--- src/rtl/result_writer.sv ---
// -----------------------------------------------------------------------------
// result_writer
//
// Purpose:
//   Takes the per-row results drained from an N1 x N2 systolic array. It turns
//   each valid beat into a write into that row's result bank. Each row walks its
//   own bank address sequence, from column to column-block to row-block, with a
//   fixed one-cycle latency. When every row has finished a full frame, done
//   pulses once, which means the whole M x M result is in the banks.
//
// Parameters:
//   D_W_ACC : accumulator / result width
//   N1      : systolic rows (one result bank per row)
//   N2      : systolic columns (results per row per tile)
//   M       : matrix dimension (power of two, multiple of N1 and N2)
//   AW      : bank address width, $clog2((M*M)/N1)
//
// Ports:
//   clk        : single clock, all logic on the rising edge
//   rst        : synchronous, active-low reset
//   D[N1]      : per-row result drained from the array
//   valid_D    : per-row qualifier for D
//   wr_en_D    : per-bank write enable (registered)
//   wr_addr_D  : per-bank write address (registered, holds when idle)
//   wr_data_D  : per-bank write data (registered, holds when idle)
//   done       : one-cycle pulse when all rows have written a full frame
//   overrun    : (only with RESULT_WRITER_OVERRUN_EN) sticky flag. It sets when
//                a row that has already finished wraps a second frame before
//                done fires.
//
// Configuration macro:
//   RESULT_WRITER_OVERRUN_EN : adds the overrun output and its detection logic.
// -----------------------------------------------------------------------------
module result_writer #(
  parameter int D_W_ACC = 16,
  parameter int N1      = 4,
  parameter int N2      = 4,
  parameter int M       = 8,
  localparam int AW     = $clog2((M*M)/N1)
) (
  input  logic               clk,
  input  logic               rst,
  input  logic [D_W_ACC-1:0] D         [N1],
  input  logic [N1-1:0]      valid_D,
  output logic [N1-1:0]      wr_en_D,
  output logic [AW-1:0]      wr_addr_D [N1],
  output logic [D_W_ACC-1:0] wr_data_D [N1],
  output logic               done
`ifdef RESULT_WRITER_OVERRUN_EN
  ,
  output logic               overrun
`endif
);

  // Counter widths are forced to at least one bit. This keeps degenerate
  // shapes, where a dimension has only one step, legal.
  localparam int COL_CNT  = N2;
  localparam int CBLK_CNT = M / N2;
  localparam int RBLK_CNT = M / N1;
  localparam int CW  = (COL_CNT  > 1) ? $clog2(COL_CNT)  : 1;
  localparam int CBW = (CBLK_CNT > 1) ? $clog2(CBLK_CNT) : 1;
  localparam int RBW = (RBLK_CNT > 1) ? $clog2(RBLK_CNT) : 1;

  localparam logic [CW-1:0]  COL_LAST  = CW'(COL_CNT - 1);
  localparam logic [CBW-1:0] CBLK_LAST = CBW'(CBLK_CNT - 1);
  localparam logic [RBW-1:0] RBLK_LAST = RBW'(RBLK_CNT - 1);

  // The row-block stride M can equal 2**AW only when there is a single row
  // block. Its product is then always zero, so truncating M here is harmless.
  localparam logic [AW-1:0] ROW_STRIDE = AW'(M);
  localparam logic [AW-1:0] COL_STRIDE = AW'(N2);

  logic [CW-1:0]  r_col     [N1];
  logic [CBW-1:0] r_colBlk  [N1];
  logic [RBW-1:0] r_rowBlk  [N1];
  logic [N1-1:0]  r_finished;
`ifdef RESULT_WRITER_OVERRUN_EN
  logic           r_overrun;
`endif

  logic [AW-1:0]  w_addr    [N1];
  logic [N1-1:0]  w_wrap;
  logic [N1-1:0]  w_flagsNext;
  logic           w_allDone;

  // Bank address for each row comes from its three counters. The frame wrap
  // is a valid beat that lands while all three counters sit at their last
  // value. Finished flags set by this cycle's wraps count toward done, so done
  // fires on the edge that registers the last row's final write.
  always_comb begin
    w_wrap = '0;
    for (int i = 0; i < N1; i++) begin
      w_addr[i] = AW'(r_rowBlk[i]) * ROW_STRIDE
                + AW'(r_colBlk[i]) * COL_STRIDE
                + AW'(r_col[i]);
      w_wrap[i] = valid_D[i] && (r_col[i] == COL_LAST) &&
                  (r_colBlk[i] == CBLK_LAST) && (r_rowBlk[i] == RBLK_LAST);
    end
    w_flagsNext = r_finished | w_wrap;
    w_allDone   = &w_flagsNext;
  end

  // Per-row write registers and address counters, plus the shared
  // finished-flag and done tracking. A row that has already finished simply
  // keeps writing from address 0, because its counters have wrapped. Its flag
  // stays set until done clears all flags together.
  always_ff @(posedge clk) begin
    if (!rst) begin
      wr_en_D    <= '0;
      done       <= 1'b0;
      r_finished <= '0;
      for (int i = 0; i < N1; i++) begin
        wr_addr_D[i] <= '0;
        wr_data_D[i] <= '0;
        r_col[i]     <= '0;
        r_colBlk[i]  <= '0;
        r_rowBlk[i]  <= '0;
      end
    end else begin
      wr_en_D <= valid_D;
      for (int i = 0; i < N1; i++) begin
        if (valid_D[i]) begin
          wr_addr_D[i] <= w_addr[i];
          wr_data_D[i] <= D[i];
          if (r_col[i] == COL_LAST) begin
            r_col[i] <= '0;
            if (r_colBlk[i] == CBLK_LAST) begin
              r_colBlk[i] <= '0;
              if (r_rowBlk[i] == RBLK_LAST) begin
                r_rowBlk[i] <= '0;
              end else begin
                r_rowBlk[i] <= r_rowBlk[i] + RBW'(1);
              end
            end else begin
              r_colBlk[i] <= r_colBlk[i] + CBW'(1);
            end
          end else begin
            r_col[i] <= r_col[i] + CW'(1);
          end
        end
      end
      done       <= w_allDone;
      r_finished <= w_allDone ? '0 : w_flagsNext;
    end
  end

`ifdef RESULT_WRITER_OVERRUN_EN
  // Overrun is sticky. It sets when a row that is already finished wraps
  // another frame before done has released the flags.
  always_ff @(posedge clk) begin
    if (!rst) begin
      r_overrun <= 1'b0;
    end else if (|(r_finished & w_wrap)) begin
      r_overrun <= 1'b1;
    end
  end

  assign overrun = r_overrun;
`endif

endmodule
--- config.mk ---
export PLATFORM = sky130hd
export DESIGN_NAME = result_writer
export DESIGN_NICKNAME = d
export VERILOG_FILES = /design/src/rtl/result_writer.sv
export SDC_FILE = /design/constraint.sdc
export NUM_CORES = 1
export LEC_CHECK = 0
export ABC_AREA = 1
export BUFFER_PORTS_ARGS = -buffer_cell sky130_fd_sc_hd__buf_2
export CAP_MARGIN = 20
export CORE_ASPECT_RATIO = 1.25
export CORE_MARGIN = 4
export CORE_UTILIZATION = 48
export CTS_CLUSTER_DIAMETER = 60
export DETAILED_ROUTE_END_ITERATION = 10
export PLACE_DENSITY = 0.79
export SYNTH_ARGS = -nofsm -noshare
export SYNTH_HDL_FRONTEND = slang
export SYNTH_SLANG_ARGS = --single-unit
--- constraint.sdc ---
create_clock -name clk -period 1.51 [get_ports clk]
set_input_delay 0.0755 -clock clk [delete_from_list [all_inputs] [get_ports clk]]
set_output_delay 0.0755 -clock clk [all_outputs]
set_load 0.005 [all_outputs]
==> impl_summary.log <==
INFO  metric post_cts_buffers = 0
INFO  metric layout-area-overhead-vs-synth = 44.6%
INFO  metric yosys_warnings = 0
INFO  metric comb_power_share = 11.9%
INFO  metric ctsRootBufferMaster = sky130_fd_sc_hd__clkbuf_8
INFO  metric clock_path_buffers = 2
INFO  metric worstHoldPathType = in2reg
INFO  metric r2r_setup_slack = 0.12 ns
INFO  metric post_synth_main_area_contributors = sky130_fd_sc_hd__dfxtp_1, sky130_fd_sc_hd__o21ai_2, sky130_fd_sc_hd__inv_1, sky130_fd_sc_hd__nand2_1, sky130_fd_sc_hd__edfxtp_1
INFO  metric ant_nets = 0
INFO  metric layout-drive-gt1-share = 37.5%
INFO  metric most_frequent_cells_in_the_layout = sky130_fd_sc_hd__buf_2, sky130_fd_sc_hd__dfxtp_1, sky130_fd_sc_hd__inv_1, sky130_fd_sc_hd__nand2_1, sky130_fd_sc_hd__dlygate4sd3_1
INFO  metric number_of_synthesized_register_bits = 105
INFO  metric dpl.hpwl = 6.13 mm
INFO  metric share_clk_of_total_power = 37.0%
INFO  metric port-buffer-count = 154
INFO  metric die_width = 89.0 microns
INFO  metric hold_path_depth = 3
INFO  metric path_max_fanout = 20
INFO  metric cts_htree_levels = 3
INFO  metric placedInstanceArea = 4730 sq um
INFO  metric filler_cell_count = 570
INFO  metric holdCritStartpoint = valid_D[1]
INFO  metric final_common_cell = sky130_fd_sc_hd__buf_2
INFO  metric multi_input_gate_area_in_the_final_layout = 1250 sq um
INFO  metric setup_total_negative_slack = 0 ns
INFO  metric vias = 3,505
INFO  metric post_synth_inst_count = 434
INFO  metric initial_antenna_violation_count = 0
INFO  metric wl_per_cell = 13.0 microns
INFO  metric proportion_of_netlist_area_held_by_the_largest_area_contributor = 48.3%
INFO  metric synthesis.nets = 508
INFO  metric grt.overflow.total = 0
INFO  metric worstSetupEndpointType = flop
INFO  metric final-max-slew-violation-count = 0
INFO  metric power_density = 1040 nW/um^2
INFO  metric timing.fmax = 712 MHz
INFO  metric fp-row-count = 36
INFO  metric synth_top_flop_cell = sky130_fd_sc_hd__dfxtp_1
INFO  metric routed_metal_1_wire_length = 3.78 mm
INFO  metric clk_pin_slew_worst_paths = 0.09 ns
INFO  metric wl_met2 = 5.24 mm
INFO  metric worst-slew-pin-transition = 0.580 ns
INFO  metric netSwitchingPower = 1320 uW
INFO  metric initial_core_util = 50.0%
INFO  metric seq_power_share = 51.1%
INFO  metric tritoncts.num_buffers = 9
INFO  metric swShare = 22.2%
INFO  metric vdd_drop_max = 0.739 mV
INFO  metric cp.required = 1.76 ns
INFO  metric grt_start_max_net_pins = 21
INFO  metric drc = 0
INFO  metric design.portCount = 155
INFO  metric finalHoldViolCount = 0
INFO  metric max_capacitance_violation_count = 0
INFO  metric final.period_utilization = 93.0%
INFO  metric synth-edff-count = 10
INFO  metric grt_pass1_vias = 3,560
INFO  metric ff2ff_path_depth = 6
INFO  metric timing.max_slew.rel_slack = 61.3%
INFO  metric syn-cell-area = 3940 sq um
INFO  metric cp_data_arrival_time = 1.66 ns
INFO  metric clock_insertion_delay_worst_skew = 0.36 ns
INFO  metric finalInstanceArea = 5700 sq um
INFO  metric cts.sink_count = 105
INFO  metric grt.total_usage = 19.9%
INFO  metric cts_tree = yes
INFO  metric route.final.wire_length = 9.79 mm
INFO  metric yosysTopAreaCell = sky130_fd_sc_hd__dfxtp_1
INFO  metric finalWorstPathRequiredPeriod = 1.40 ns
INFO  metric synth_cell_types = 24
INFO  metric post_synth.cell_area_avg = 9.08 sq um
INFO  metric synth-async-reset-ratio = 0%
INFO  metric dr.max_layer_used = met4
INFO  metric worstSetupPathType = in2reg
INFO  metric chipHeight = 109 microns
INFO  metric finalWeightedCongestion = 0.798
INFO  metric routed_via_density = 4.64
INFO  metric timing.clock.skew = 0.00704 ns
INFO  metric layout.nets = 728
INFO  metric first_pass_grt_wire_length = 15.3 mm
INFO  metric p_int = 4610 uW
INFO  metric outcome = finished clean
INFO  metric design.core.area = 7880 sq um
INFO  metric drt-pass1-iter-count = 4
INFO  metric seq_area = 2200 sq um
INFO  metric route.met3.wl = 535 microns
INFO  metric design.die.area = 9730 sq um
INFO  metric sequential_element_share_of_the_synthesized_area = 55.9%
INFO  metric power.static_leakage = 0.00263 uW
INFO  metric timing.final.setup_violations = 0
INFO  metric drt_iter0_drc = 131
INFO  metric setup.worst_path.start_class = input pin
INFO  metric crit-reg2reg-capture = r_finished[0]
INFO  metric crit-reg2reg-launch = r_col[3][0]
INFO  metric hold_end = r_colBlk[1]
[cell type report]
class	count	share of cell area [%]
clock inverters	4	1.67
clock buffers	12	3.10
well taps	95	2.09
multi-input cells	215	22.0
flip-flops and latches	105	38.6
inverters	96	6.52
diodes	1	0.0439
repair buffers	224	25.6
repair inverters	3	0.395
[per-layer routing]
metal,vias to the layer above,track usage [%]
li1,1769,-
met1,1608,21.4
met2,105,36.5
met3,23,3.97
met4,0,9.57
met5,-,0
[synthesized netlist by cell type, types with 2 or more instances]
library cell and instances:
sky130_fd_sc_hd__a21oi_1 6, sky130_fd_sc_hd__buf_2 6, sky130_fd_sc_hd__buf_4 3, sky130_fd_sc_hd__buf_6 7, sky130_fd_sc_hd__clkbuf_1 2, sky130_fd_sc_hd__dfxtp_1 95, sky130_fd_sc_hd__edfxtp_1 10, sky130_fd_sc_hd__ha_1 4
sky130_fd_sc_hd__inv_1 95, sky130_fd_sc_hd__nand2_1 94, sky130_fd_sc_hd__nand3_1 4, sky130_fd_sc_hd__nand4_1 3, sky130_fd_sc_hd__nor2_1 4, sky130_fd_sc_hd__nor3_1 11, sky130_fd_sc_hd__nor3b_1 4, sky130_fd_sc_hd__o21ai_0 18
sky130_fd_sc_hd__o21ai_1 4, sky130_fd_sc_hd__o21ai_2 54, sky130_fd_sc_hd__o22ai_2 3, sky130_fd_sc_hd__or2_4 3
[power by group through the flow]
stage / combinational (uW) / sequential (uW) / clock (uW)
after floorplan: 293 / 3100 / 0
after global placement: 537 / 3090 / 0
after detailed placement: 555 / 3100 / 0
after CTS: 686 / 3030 / 2250
after global routing: 788 / 3050 / 2350
final: 704 / 3030 / 2200
[registers in the layout, summed over array words and instances, names as in the netlist]
| name | flops |
|---|---|
| r_finished | 4 |
| r_col | 8 |
| wr_en_D | 4 |
| wr_addr_D | 16 |
| wr_data_D | 64 |
| r_colBlk | 4 |
| done | 1 |
| r_rowBlk | 4 |
[worst max-delay path by stage]
| stage | startpoint | end | depth (start not counted) |
|---|---|---|---|
| after floorplan | r_col[3][0] | r_finished[0] | 6 |
| after global placement | r_col[3][0] | r_finished[2] | 6 |
| after detailed placement | r_col[3][0] | r_finished[0] | 6 |
| after global routing | r_col[3][0] | r_finished[0] | 6 |
| after CTS | rst | wr_addr_D[1] | 7 |
| final | rst | wr_data_D[27] | 7 |
[critical path, stage by stage]
cell	delay [ns]
sky130_fd_sc_hd__dlygate4sd3_1	0.56
sky130_fd_sc_hd__buf_2	0.16
sky130_fd_sc_hd__buf_4	0.18
sky130_fd_sc_hd__nand2_2	0.13
sky130_fd_sc_hd__clkinvlp_4	0.31
sky130_fd_sc_hd__nand2_1	0.18
sky130_fd_sc_hd__o21ai_2	0.06
[logic make-up after synthesis]
| family | count (synthesis) | share of synthesized area [%] |
|---|---|---|
| buffers and inverters | 114 | 12.7 |
| AND/OR/NAND/NOR | 124 | 13.3 |
| adder cells (fa/ha/maj) | 4 | 1.27 |
| flip-flops | 105 | 55.9 |
| AO/OA/AOI/OAI | 87 | 16.9 |
[per-stage QoR]
stage	setup slack [ns]	power, uW	hold WS (ns)	util [%]	instances
global route	-0.0186	6190	0.0390	72.3	754
global placement	0.167	3620	0.272	60.0	670
finish	0.105	5930	0.0322	72.3	755
detailed placement	0.108	3650	0.282	60.0	670
CTS	0.0535	5970	0.00112	71.7	751
floorplan	0.264	3400	0.188	-	434
[timing repair]
| action | in CTS | in global routing |
|---|---|---|
| gates resized for setup | 0 | 11 |
| endpoints found under the setup margin | 0 | 62 |
| hold endpoints to repair | 65 | 0 |
| hold buffers | 65 | 0 |
Note: power is estimated with default switching activity, not from simulation.
